**src/rtl/main_ram_ctrl.sv**
```systemverilog
// Sequencer between the CPU memory port and the asynchronous ECL main RAM.
// Optional even-parity word extension is enabled by defining RAMCTL_PARITY_EN.
module main_ram_ctrl #(
   parameter int unsigned WIDTH         = 8,
   parameter int unsigned ADDR_WIDTH    = 20,
   parameter int unsigned SETUP_CYCLES  = 1,
   parameter int unsigned STROBE_CYCLES = 2,
   parameter int unsigned HOLD_CYCLES   = 1
) (
   input  logic                  clk,
   input  logic                  _reset,
   input  logic                  req,
   input  logic                  we,
   input  logic [ADDR_WIDTH-1:0] addr,
   input  logic [WIDTH-1:0]      wdata,
   output logic                  busy,
   output logic                  ack,
   output logic [WIDTH-1:0]      rdata,
   output logic                  parity_err,
   output logic                  _ram_cs,
   output logic                  _ram_oe,
   output logic                  _ram_w,
   output logic [ADDR_WIDTH-1:0] ram_addr,
`ifdef RAMCTL_PARITY_EN
   output logic [WIDTH:0]        ram_wdata,
   input  logic [WIDTH:0]        ram_rdata
`else
   output logic [WIDTH-1:0]      ram_wdata,
   input  logic [WIDTH-1:0]      ram_rdata
`endif
);

`ifdef RAMCTL_PARITY_EN
   localparam int unsigned RAM_W = WIDTH + 1;
`else
   localparam int unsigned RAM_W = WIDTH;
`endif
   localparam int unsigned CNT_W = 4;

   localparam logic [CNT_W-1:0] SETUP_LOAD  = CNT_W'(SETUP_CYCLES - 1);
   localparam logic [CNT_W-1:0] STROBE_LOAD = CNT_W'(STROBE_CYCLES - 1);
   localparam logic [CNT_W-1:0] HOLD_LOAD   = CNT_W'(HOLD_CYCLES - 1);

   typedef enum logic [1:0] {
      IDLE   = 2'd0,
      SETUP  = 2'd1,
      STROBE = 2'd2,
      HOLD   = 2'd3
   } state_e;

   state_e                 state_q, state_d;
   logic [CNT_W-1:0]       cnt_q, cnt_d;
   logic                   we_q, we_d;
   logic [ADDR_WIDTH-1:0]  ram_addr_q, ram_addr_d;
   logic [RAM_W-1:0]       ram_wdata_q, ram_wdata_d;
   logic [WIDTH-1:0]       rdata_q, rdata_d;
   logic                   busy_q, busy_d;
   logic                   ack_q, ack_d;
   logic                   parity_err_q, parity_err_d;
   logic                   ram_cs_n_q, ram_cs_n_d;
   logic                   ram_oe_n_q, ram_oe_n_d;
   logic                   ram_w_n_q, ram_w_n_d;
`ifdef RAMCTL_PARITY_EN
   logic                   rpar_q, rpar_d;
`endif

   // Next-state, counter, datapath and registered strobe decode.
   always_comb begin
      state_d      = state_q;
      cnt_d        = cnt_q;
      we_d         = we_q;
      ram_addr_d   = ram_addr_q;
      ram_wdata_d  = ram_wdata_q;
      rdata_d      = rdata_q;
      ack_d        = 1'b0;
      parity_err_d = 1'b0;
`ifdef RAMCTL_PARITY_EN
      rpar_d       = rpar_q;
`endif

      case (state_q)
         IDLE: begin
            if (req) begin
               state_d    = SETUP;
               cnt_d      = SETUP_LOAD;
               we_d       = we;
               ram_addr_d = addr;
`ifdef RAMCTL_PARITY_EN
               ram_wdata_d = {^wdata, wdata};
`else
               ram_wdata_d = wdata;
`endif
            end
         end
         SETUP: begin
            if (cnt_q == '0) begin
               state_d = STROBE;
               cnt_d   = STROBE_LOAD;
            end else begin
               cnt_d = cnt_q - CNT_W'(1);
            end
         end
         STROBE: begin
            if (cnt_q == '0) begin
               state_d = HOLD;
               cnt_d   = HOLD_LOAD;
               // Capture on the edge that releases _oe, while the RAM still drives.
               if (!we_q) begin
                  rdata_d = ram_rdata[WIDTH-1:0];
`ifdef RAMCTL_PARITY_EN
                  rpar_d  = ram_rdata[WIDTH];
`endif
               end
            end else begin
               cnt_d = cnt_q - CNT_W'(1);
            end
         end
         HOLD: begin
            if (cnt_q == '0) begin
               state_d = IDLE;
               cnt_d   = '0;
               ack_d   = 1'b1;
`ifdef RAMCTL_PARITY_EN
               parity_err_d = !we_q && ((^rdata_q) != rpar_q);
`endif
            end else begin
               cnt_d = cnt_q - CNT_W'(1);
            end
         end
         default: begin
            state_d = IDLE;
            cnt_d   = '0;
         end
      endcase

      // Strobes decoded from the next state so they leave the flops glitch-free.
      busy_d     = (state_d != IDLE);
      ram_cs_n_d = (state_d == IDLE);
      ram_w_n_d  = !((state_d == STROBE) && we_d);
      ram_oe_n_d = !((state_d == STROBE) && !we_d);
   end

   always_ff @(posedge clk or negedge _reset) begin
      if (!_reset) begin
         state_q      <= IDLE;
         cnt_q        <= '0;
         we_q         <= 1'b0;
         ram_addr_q   <= '0;
         ram_wdata_q  <= '0;
         rdata_q      <= '0;
         busy_q       <= 1'b0;
         ack_q        <= 1'b0;
         parity_err_q <= 1'b0;
         ram_cs_n_q   <= 1'b1;
         ram_oe_n_q   <= 1'b1;
         ram_w_n_q    <= 1'b1;
`ifdef RAMCTL_PARITY_EN
         rpar_q       <= 1'b0;
`endif
      end else begin
         state_q      <= state_d;
         cnt_q        <= cnt_d;
         we_q         <= we_d;
         ram_addr_q   <= ram_addr_d;
         ram_wdata_q  <= ram_wdata_d;
         rdata_q      <= rdata_d;
         busy_q       <= busy_d;
         ack_q        <= ack_d;
         parity_err_q <= parity_err_d;
         ram_cs_n_q   <= ram_cs_n_d;
         ram_oe_n_q   <= ram_oe_n_d;
         ram_w_n_q    <= ram_w_n_d;
`ifdef RAMCTL_PARITY_EN
         rpar_q       <= rpar_d;
`endif
      end
   end

   assign busy       = busy_q;
   assign ack        = ack_q;
   assign rdata      = rdata_q;
   assign parity_err = parity_err_q;
   assign _ram_cs    = ram_cs_n_q;
   assign _ram_oe    = ram_oe_n_q;
   assign _ram_w     = ram_w_n_q;
   assign ram_addr   = ram_addr_q;
   assign ram_wdata  = ram_wdata_q;

endmodule

```
**config.mk**
```make
export PLATFORM = sky130hd
export DESIGN_NAME = main_ram_ctrl
export DESIGN_NICKNAME = d
export VERILOG_FILES = /design/src/rtl/main_ram_ctrl.sv
export SDC_FILE = /design/constraint.sdc
export NUM_CORES = 1
export LEC_CHECK = 0
export ABC_AREA = 1
export CAP_MARGIN = 10
export CORE_UTILIZATION = 61
export CTS_CLUSTER_DIAMETER = 100
export DETAILED_ROUTE_END_ITERATION = 10
export DONT_BUFFER_PORTS = 1
export PLACE_DENSITY_LB_ADDON = 0.12
export REMOVE_ABC_BUFFERS = 1
export SKIP_LAST_GASP = 1
export SYNTH_ARGS = -nofsm -noshare
export SYNTH_HDL_FRONTEND = slang
export SYNTH_SLANG_ARGS = --single-unit
```
**constraint.sdc**
```tcl
create_clock -name clk -period 4 [get_ports clk]
set_clock_uncertainty 0.05 [all_clocks]
set_input_delay 0.8 -clock clk [delete_from_list [all_inputs] [get_ports clk]]
set_output_delay 0.8 -clock clk [all_outputs]
set_load 0.02 [all_outputs]
```
==> results of run 1 <==
## layout make-up
type | instances | area share [%]
inverter | 9 | 1.63
multi-input combinational | 148 | 34.0
sequential | 48 | 58.1
clock inverter | 2 | 1.69
tap | 44 | 2.65
clock buffer | 6 | 1.99
## registers in the layout, summed over array words and instances, names as in the netlist, 2 cells and up
| name | count |
|---|---|
| state_q | 2 |
| ram_wdata | 8 |
| ram_addr | 20 |
| rdata | 8 |
| cnt_q | 4 |
## how the worst max path moves through the flow
stage / startpoint / end / slack, ps / cells after the start
floorplan: state_q[1] / _ram_oe / 2310 / 6
global placement: state_q[1] / _ram_oe / 2010 / 6
detailed placement: state_q[1] / _ram_oe / 1920 / 6
CTS: state_q[1] / _ram_oe / 1890 / 6
global route: state_q[1] / _ram_oe / 1690 / 6
finish: state_q[1] / _ram_oe / 1880 / 6
## critical path, delay by kind of cell (launching register included)
family	cells	cell delay (ps)
buf+inv	1	60
flops	1	460
simple gates	5	1460
## metrics by stage
stage	instances	cell area [um^2]	utilization [%]	worst slack (ps)
final	257	2070	66.9	1880
after floorplan	205	1940	-	2310
after global placement	249	2000	64.4	2010
after detailed placement	249	2000	64.4	1920
after CTS	257	2070	66.9	1890
after global routing	257	2070	66.9	1690
## metal layers
metal | GRT usage (%) | routed length (um)
met1 | 28.4 | 1470
met2 | 35.8 | 1820
met3 | 8.30 | 271
met4 | 9.86 | 38
met5 | 0 | 0
## cells by family after synthesis
logic type | share of synthesized area (%)
and+or+nand+nor | 31.7
AOI/OAI and AO/OA | 1.43
adders and majority gates | 1.24
other | 0.186
DFF | 59.9
xor gates and xnor gates | 0.435
buffers and inverters | 5.10
## Yosys cell counts
master    instances  area share, %
nand2_1          79             15
nand3_1          46             11
dfrtp_1          45             56
buf_2             7            1.7
inv_1             7            1.3
nand2_2           4            1.2
nor2_4            4            2.2
dfstp_2           3            3.9
buf_6             2            1.1
ha_1              2            1.2
nor2_1            2           0.37
o21ai_0           2           0.50
a21oi_1           1           0.25
buf_4             1           0.37
clkbuf_1          1           0.19
clkinv_1          1           0.19
conb_1            1           0.19
inv_2             1           0.19
nand2_4           1           0.56
nand3_2           1           0.50
nand4_1           1           0.31
nor2_2            1           0.31
o211ai_1          1           0.37
o22ai_1           1           0.31
xnor2_1           1           0.44
## power groups by stage
stage / registers, mW / clock network, mW / logic, mW
floorplan: 1.09 / 0 / 0.433
CTS: 1.13 / 0.281 / 0.530
detailed placement: 1.13 / 0 / 0.534
finish: 1.12 / 0.273 / 0.523
global placement: 1.13 / 0 / 0.497
global route: 1.15 / 0.304 / 0.614
==> results.md, run 1 <==
- The run finished with clean final reports.
- The number of global-route vias before repair was about 1.3k.
- No sink is reached through more buffers than the 2 on the longest clock path.
- In the final layout, the share of cells above drive strength 1 is 10.3%.
- The TritonCTS sink count is 48.
- Dividing the final minimum period by the clock period gives a little over half.
- The repair_antennas step left the layout with diodes totalling 0.
- The total length of routed wires is ~3.6 mm.
- The number of cells traversed by the worst register-to-register path is 6.
- The post-synthesis cell type count is 25.
- The worst register-to-register path begins at state_q[1].
- The library cell used most frequently in the layout, excluding fill and tap cells, is nand2_1.
- Of all nets on the critical path, the largest fanout is 34.
- For flop-to-flop paths, the worst setup slack is around 1900 ps.
- Global routing used a little under a quarter of the available tracks across all layers.
- The floorplan has 20 rows.
- The power density relative to cell area is between 900 and 1000 mW/mm^2.
- The delay contributed by the slowest stage of the critical path is approximately 580 ps.
- The count of buffers inserted at the top-level ports is 0.
- The boundary pin count is 82.
- The setup-violating endpoint count in the final report is 0.
- For the worst setup path, the data arrival time is roughly 2300 ps.
- Of the total power, combinational logic draws 27.2%.
- TritonCTS built the clock tree.
- Routability-driven placement finished with a final weighted congestion of approximately 0.76.
- The width of the die is around 59 um.
- The sequential cells in the finished layout cover a total of 0.00120 mm^2.
- The critical path endpoint category is a flip-flop.
- For this configuration, the core starts out at a cell density of between 60% and 70%.
- Setup repair after global routing left no endpoint under its margin.
- The mean cell area of the mapped netlist is 9.31 um^2.
- The top cell types in the final layout, fill and taps aside, are nand2_1 (79), nand3_1 (46), dfrtp_1 (45).
- STA puts the critical path data required time at around 4200 ps.
- In the routed layout, each cell is associated on average with a via count of 5.54.
- The number of DRC markers after the initial detailed-route iteration is between 100 and 150.
- Setup total negative slack on the finished layout was measured at 0 ps.
- After clock tree synthesis, the flow added hold-fix buffers numbering 0.
- The max-slew violation total from the final report is 0.
- The total number of vias is ~1.4k.
- For the pin with the worst max-slew slack, the measured transition is roughly 700 ps.
- The total of cells resized after clock tree synthesis is 0.
- The first TritonRoute pass finished after 4 iterations.
- The number of cells produced by synthesis is roughly 220.
- The share of total power dissipated in the clock network is about 14%.
- The portion of the post-synthesis area used by sequential elements is between 50% and 60%.
- On the final layout, the worst hold slack is around 70 ps.
- By startpoint and endpoint, the worst setup path is classified as reg -> reg.
- The number of hold-slack violations in the final timing report is 0.
- The global-route wire length before repair is about 5.9 mm.
- The static leakage power is between 1 and 1.5 nW.
- Walking the worst path, the cells encountered are nor2_4 -> nand2_2 -> nand2_1 -> nand2_1 -> inv_1 -> nand3_1.
- The reg-to-reg endpoint is _ram_oe.
- The multi-input gate area in the final layout is 704 um^2.
- Net switching is approximately 46% of the power.
- At the later pin of the worst-skew pair, clock insertion delay measures around 350 ps.
- Among all stages on the critical path, the largest delay is contributed by nor2_4.
- The net count of the finished layout is ~250.
- The post-detailed-route DRC marker count is 0.
- The full die area is about 0.0035 mm^2.
- Sequential cells burn between 50% and 60% of the power.
- The post-synthesis register bit count is 48.
- The HPWL after detailed placement is ~2.5 mm.
- The die height is ~60 um.
- The count of nets left with antenna violations once routing finished came out at 0.
- During synthesis, Yosys emitted a total of 0 warnings.
- The timing-limited maximum frequency is between 400 and 500 MHz.
- After detailed routing, the average wire length per cell comes to 14.0 um.
- The fill cell instance count of the final layout is between 200 and 300.
- Entering global routing, the biggest net connects 49 pins.
- The tightest min-delay check is of the in -> async type.
- The root buffer cell chosen for the clock tree is clkbuf_4.
- In this run, CTS created clock tree buffers numbering 5.
- The tool flagged a number of max-cap violations equal to 0.
- IR analysis of the VDD net gives a maximum drop of between 400 and 500 uV.
- STA classifies the critical path startpoint as a flip-flop.
- The number of setup buffers added after CTS is 0.
- The cell that appears most often on the critical path is nand2_1.
- Summed over all layers, the global routing overflow is 0.
- The area added between synthesis and finish is 3.11%.
- Total power for the finished layout comes to 1.92 mW.
- The power spent charging and discharging nets is approximately 0.9 mW.
- The mapped netlist covers between 0.002 and 0.0025 mm^2.
- The minimum clock period after layout is 2120 ps.
- The worst slew margin relative to its limit is between 50% and 60%.
- The count of H-tree levels built during CTS is 2.
- The core region is roughly 0.0031 mm^2.
- The clock edge transition at the registers on the reported setup and hold paths is between 100 and 150 ps.
- The internal power of the cells totals approximately 1.0 mW.
- The number of antenna violations at the first check in global routing is 0.
(Power assumes the default switching activity.)
==> run 2: changes to the inputs <==
clock period = 2 ns   (was 4 ns; I/O delays follow)
==> run 2 against run 1 <==
Against the previous run:
- worst hold slack better by 48 ps
- combinational power increased by 110%
- non-clock buffer count rose by 4
- setup slack lost 1500 ps
==> results.md, run 2 (synthesis gave the netlist of run 1 again) <==
- The full die area is 0.00353 mm^2 (unchanged).
- The post-layout net count is 258 (+1.6%).
- The count of H-tree levels built during CTS is 2 (unchanged).
- The max-slew violation total from the final report is 0 (unchanged).
- The smallest setup slack after layout is 386 ps (-1500 ps).
- The power density relative to cell area is 1800 mW/mm^2 (+94%).
- The post-detailed-route DRC marker count is 0 (unchanged).
- The total number of placement rows is 20 (unchanged).
- The critical path required time is 2210 ps (-2010 ps).
- The instance count along the most critical hold path is 2.
- The TritonCTS sink count came to 48 (unchanged).
- The worst register-to-register path ends at rdata[2].
- The area added between synthesis and finish is 5.04%.
- The width of the die is 59.4 um (unchanged).
- The post-placement setup slack is 410 ps (-1510 ps).
- The starting density of the core is 64.8% (unchanged).
- The final-layout setup total negative slack is 0 ps (unchanged).
- The startpoint type of the worst setup path is a flip-flop.
- The number of hold-slack violations in the final timing report was 0 (unchanged).
- The static leakage power is 1.09 nW (+1.5%).
- The flip-flop count of the largest register after layout is 20 (unchanged).
- The count of placed standard cells in the final layout, fillers left out is 261 (+1.6%).
- The beginning of the worst register-to-register path is cnt_q[0].
- The slowest library cell on the worst path is dfrtp_1.
- The sum of overflow across all layers after global routing is 0 (unchanged).
- The clock edge transition at the registers on the reported setup and hold paths was 130 ps (about the same).
- TritonCTS built the clock tree.
- The delay contributed by the slowest stage of the critical path came to 400 ps (-180 ps).
- Setup repair after global routing left no endpoint under its margin.
- The global-route wire length before repair is 5.96 mm (+1.1%).
- The boundary pin count is 82 (unchanged).
- The number of cells traversed by the worst register-to-register path came to 7 (+1).
- The flow ran to the end, and the final reports show no timing, DRC or antenna violations.
- In this run the most critical hold path is launched from ram_rdata[1].
- The signal arrival time at the worst endpoint came to 1830 ps (-510 ps).
- In the layout the commonest cells are nand2_1 (79), nand3_1 (46), dfrtp_1 (45).
- The number of global-route vias before repair is 1317 (-1.1%).
- The total number of vias is 1430 (+0.42%).
- The post-placement cell count is 251 (+0.80%).
- The routed via count divided by cell count was 5.48 (-1.1%).
- The cell repeated most along the worst path is nand2_1.
- The number of max-cap violations came to 0 (unchanged).
- The number of diodes was 0 (unchanged).
- Traced cell by cell, the critical path runs through inv_1 -> ha_1 -> nand2_4 -> nor2_4 -> nand2_2 -> nand2_1 -> nand2_1.
- The routed wire length per instance was 13.7 um (-2.1%).
- STA classifies the critical path endpoint as a flip-flop.
- The setup path with the least slack is of type reg -> reg.
- On the critical path the largest part of the delay comes from simple AND/OR/NAND/NOR gates.
- The setup slack on the worst flop-to-flop path is 390 ps (-1500 ps).
- The number of buffers created by CTS is 5 (unchanged).
- The setup-violating endpoint count in the final report is 0 (unchanged).
- The final antenna-violating net count is 0 (unchanged).
- The power consumption is 3.79 mW (+98%).
- The clock latency at the later pin of the worst-skew pair is 350 ps (about the same).
- The detailed-routing iteration count for the pre-antenna-repair pass was 4 (unchanged).
- The placed wire-length estimate after detailed placement came to 2.49 mm (-0.14%).
- The total global routing track utilization is 22.8% (-0.054 points).
- The number of DRC markers after the initial detailed-route iteration is 77 (-32%).
- The count of buffers inserted at the top-level ports is 0 (unchanged).
- The fraction of final layout cells with drive strength greater than 1 is 11.5% (+1.2 points).
- The min-delay analysis places its worst path in the category in -> reg.
- The timing-limited maximum frequency is 620 MHz (+31%).
- The pin count of the biggest net entering global routing is 49 (unchanged).
- The cell sitting at the root of the clock tree is a clkbuf_4.
- The minimum clock period after layout is 1610 ps (-503 ps).
- The worst hold endpoint is rdata[1].
- The critical path buffer and inverter count is 1 (unchanged).
- Leaving out fill and tap cells, the most frequent cell in the layout is nand2_1.
- The floorplan core area came to 0.00310 mm^2 (unchanged).
- The worst supply voltage drop on vdd is 970 uV (+100%).
- The total length of routed wires was 3.58 mm (-0.61%).
- The maximum fanout along the worst path was 11 (-68%).
- The clock tree buffer depth is 2 (unchanged).
- The share of the clock period used by the worst path is 80.7% (+28 points).
- The die height is 59.4 um (unchanged).
- The worst hold margin came to 116 ps (+47.6 ps).
- The number of antenna violations at the first check in global routing was 0 (unchanged).
- The critical path depth in cells is 7 (+1).
- The final RePlAce weighted congestion is 0.827 (+9.3%).
## run 2: cell types whose count changed in the layout (fill, tap and decap cells not counted)
cell | before | now
buf_4 | 0 | 2
buf_16 | 0 | 1
bufinv_16 | 1 | 0
clkinv_2 | 1 | 0
dlygate4sd3_1 | 0 | 1
clkinvlp_4 | 0 | 1
clkbuf_8 | 0 | 1
## run 2: worst max path at each step
stage                    start       end  slack (ps)
floorplan           state_q[1]   _ram_oe         310
global placement      cnt_q[0]  rdata[6]         500
detailed placement    cnt_q[0]  rdata[2]         410
CTS                   cnt_q[0]  rdata[2]         390
global route          cnt_q[0]  rdata[7]         240
finish                cnt_q[0]  rdata[2]         390
## run 2: what timing repair did
| action | in CTS | in global routing |
|---|---|---|
| buffers inserted | 0 | 0 |
| hold buffers | 2 | 0 |
| endpoints found under the hold margin | 48 | 0 |
| resized for setup | 0 | 0 |
## run 2: routing by layer
layer / share of wire [%] / routed length [um] / GRT usage, %
met3: 8.4 / 299 / 8.95
met4: 1.6 / 56 / 9.18
met1: 38 / 1380 / 29.4
met5: 0 / 0 / 0
met2: 52 / 1840 / 34.3
## run 2: area by class of cell
class                           count  area, um^2
Clock buffer                        7        55.1
Tap cell                           44        55.1
Timing Repair Buffer                4        52.6
Multi-Input combinational cell    148         704
Inverter                            9        33.8
Clock inverter                      1        7.51
Fill cell                         266         990
Sequential cell                    48        1200
## run 2: report_power, final
part           internal [mW]  switching [mW]
Clock                  0.172           0.283
Sequential              1.44           0.812
Combinational          0.390           0.700
Total                   2.00            1.79
## run 2: through the flow
step | util (%) | area (um^2)
floorplan | - | 1940
global placement | 64.9 | 2010
detailed placement | 64.9 | 2010
CTS | 68.1 | 2110
global route | 68.1 | 2110
finish | 68.1 | 2110
==> run 3: changes to the inputs <==
clock period = 1.62 ns   (was 2 ns; I/O delays follow)
==> run 3 against run 2 <==
Against the previous run:
- design area rose by 2.0%
- sequential power up 24%
- clock-buffer cell count down 2
- via count is 0.56% higher
- critical path type unchanged
- largest cell class unchanged
- die area unchanged
==> results.md, run 3 (synthesis gave the netlist of run 1 again) <==
- The flow ran to the end, and the final reports show no timing, DRC or antenna violations.
- The final antenna-violating net count is 0 (unchanged).
- The number of buffers created by CTS is 5 (unchanged).
- TritonCTS built the clock tree.
- The power consumption is 4.89 mW (+29%).
- The number of diodes is 0 (unchanged).
- The count of buffers inserted at the top-level ports is 0 (unchanged).
- The core utilization of the finished layout is 69.5% (+1.4 points).
- The worst supply voltage drop on vdd is 1220 uV (+26%).
- Compared with the post-synthesis result, the final layout area differs by 7.15%.
- The number of hold-slack violations in the final timing report is 0 (unchanged).
- The class of the tightest hold or removal check is in -> reg.
- The critical path goes through inv_2 -> ha_2 -> nand2_4 -> nor2_4 -> nand2_2 -> nand2_1 -> nand2_1.
- The share of the clock period used by the worst path is 91.2% (+11 points).
- The endpoint identified for the worst register-to-register timing path is rdata[6].
- The signal arrival time at the worst endpoint was 1680 ps (-150 ps).
- The maximum fanout along the worst path is 8 (-3).
- The sum of overflow across all layers after global routing is 0 (unchanged).
- Setup repair after global routing left no endpoint under its margin.
- The routing usage on met1 was 29.3% (-0.15 points).
- The total global routing track utilization is 23.4% (+0.66 points).
- The post-placement setup slack was 115 ps (-295 ps).
- The number of global-route vias before repair is 1357 (+3.0%).
- The launching instance or port of the critical path is cnt_q[0].
- The slowest library cell on the worst path is dfrtp_1.
- The post-detailed-route DRC marker count was 0 (unchanged).
- The TritonCTS sink count was 48 (unchanged).
- The detailed-routing iteration count for the pre-antenna-repair pass came to 4 (unchanged).
- The placed wire-length estimate after detailed placement is 2.68 mm (+7.4%).
- The global-route track usage on met2 is 38.7% (+4.3 points).
- The width of the die came to 59.4 um (unchanged).
- After global routing, the most crowded layer is met2.
- The setup slack on the worst flop-to-flop path is 140 ps (-240 ps).
- The clock edge transition at the registers on the reported setup and hold paths is 140 ps (about the same).
- The clock latency at the later pin of the worst-skew pair is 360 ps (about the same).
- The beginning of the worst register-to-register path is cnt_q[0].
- The worst setup path is captured at a flip-flop.
- The floorplan core area is 0.00310 mm^2 (unchanged).
- The number of cells traversed by the worst register-to-register path is 7 (unchanged).
- The minimum clock period after layout is 1480 ps (-136 ps).
- The total number of vias is 1438 (+0.56%).
- In the layout the commonest cells are nand2_1 (79), nand3_1 (46), dfrtp_1 (45).
- The type of the worst setup path is reg -> reg.
- The post-layout net count is 261 (+1.2%).
- The full die area was 0.00353 mm^2 (unchanged).
- The max-slew violation total from the final report came to 0 (unchanged).
- The die height is 59.4 um (unchanged).
- The count of placed standard cells in the final layout, fillers left out is 264 (+1.1%).
- The number of antenna violations at the first check in global routing was 0 (unchanged).
- The global-route wire length before repair is 6.12 mm (+2.7%).
- The most critical setup path has its endpoint at rdata[6].
- The critical path required time is 1830 ps (-380 ps).
- The met3 global-route usage is 6.33% (-2.6 points).
- The smallest setup slack after layout is 142 ps (-244 ps).
- The number of max-cap violations is 0 (unchanged).
- The instance area after placement is 0.00203 mm^2 (+0.75%).
- The total number of placement rows is 20 (unchanged).
- The routed via count divided by cell count is 5.45 (-0.58%).
- The clock tree buffer depth is 2 (unchanged).
- The starting density of the core came to 64.8% (unchanged).
- The number of DRC markers after the initial detailed-route iteration is 76 (-1.3%).
- The fraction of final layout cells with drive strength greater than 1 was 14.1% (+2.6 points).
- The startpoint type of the worst setup path is a flip-flop.
- The most common cell after layout, fill and taps aside is nand2_1.
- The total length of routed wires is 3.78 mm (+5.7%).
- The timing-limited maximum frequency is 677 MHz (+9.2%).
- CTS placed an instance of clkbuf_4 at the clock tree root.
- The delay contributed by the slowest stage of the critical path was 400 ps (about the same).
- The routed wire length per instance came to 14.3 um (+4.5%).
- The finished layout cell area came to 0.00216 mm^2 (+2.0%).
- The final RePlAce weighted congestion was 0.779 (-5.8%).
- The power density relative to cell area is 2270 mW/mm^2 (+26%).
- The count of H-tree levels built during CTS is 2 (unchanged).
- The flip-flop count of the largest register after layout came to 20 (unchanged).
- The static leakage power was 1.11 nW (+2.2%).
- The pin count of the biggest net entering global routing came to 49 (unchanged).
- By instance count, the cell type seen most on the critical path is nand2_1.
- The boundary pin count was 82 (unchanged).
- The post-placement cell count was 253 (+0.80%).
- The setup-violating endpoint count in the final report is 0 (unchanged).
[run 3: changes by cell type in the layout (fill, tap and decap cells not counted), sizes merged]
cell / before / now
buf: 3 / 6
clkbuf: 7 / 5
bufinv: 0 / 1
clkinv: 1 / 2
[run 3: worst min path at each step]
stage / from / endpoint / slack, ps / depth (start not counted)
finish: addr[16] / ram_addr[16] / 40 / 2
global route: addr[19] / ram_addr[19] / 8 / 2
CTS: wdata[1] / ram_wdata[1] / 40 / 2
detailed placement: _reset / busy / -20 / 0
global placement: _reset / ack / -20 / 0
floorplan: _reset / ack / -20 / 0
[run 3: metrics by stage]
| step | TNS [ps] | hold slack (ps) |
|---|---|---|
| after floorplan | -121 | -21.6 |
| after global placement | 0 | -20.5 |
| final | 0 | 40.3 |
| after global routing | 0 | 8.25 |
| after CTS | 0 | 35.2 |
| after detailed placement | 0 | -20.5 |
[run 3: power breakdown]
part           internal, mW  switching [mW]  leakage, nW
Clock                 0.322           0.369       0.0412
Sequential             1.78            1.01        0.587
Combinational         0.518           0.901        0.481
[run 3: critical path, delay by kind of cell (launching register included)]
| kind | cells | cell delay [ps] |
|---|---|---|
| adder cells (fa/ha/maj) | 1 | 220 |
| buffers and inverters | 1 | 100 |
| flip-flops | 1 | 400 |
| AND/OR/NAND/NOR | 5 | 610 |
[run 3: final cells by class]
| class | count | area (um^2) |
|---|---|---|
| clock buffers | 5 | 37.5 |
| clock inverters | 3 | 42.5 |
| fillers | 266 | 947 |
| inverters | 9 | 33.8 |
| multi-input cells | 148 | 707 |
| flip-flops and latches | 48 | 1200 |
| well taps | 44 | 55.1 |
| repair buffers | 7 | 75.1 |
[run 3: per-layer routing]
metal,up-vias,part of all wire [%]
li1,697,-
met1,672,42
met2,60,51
met3,9,6.2
met5,-,0
met4,0,1.7
[run 3: repair_timing]
action	in CTS	in global routing
setup buffers	0	1
endpoints found under the setup margin	0	8
resized for setup	0	2
endpoints found under the hold margin	48	0
hold buffers	2	0
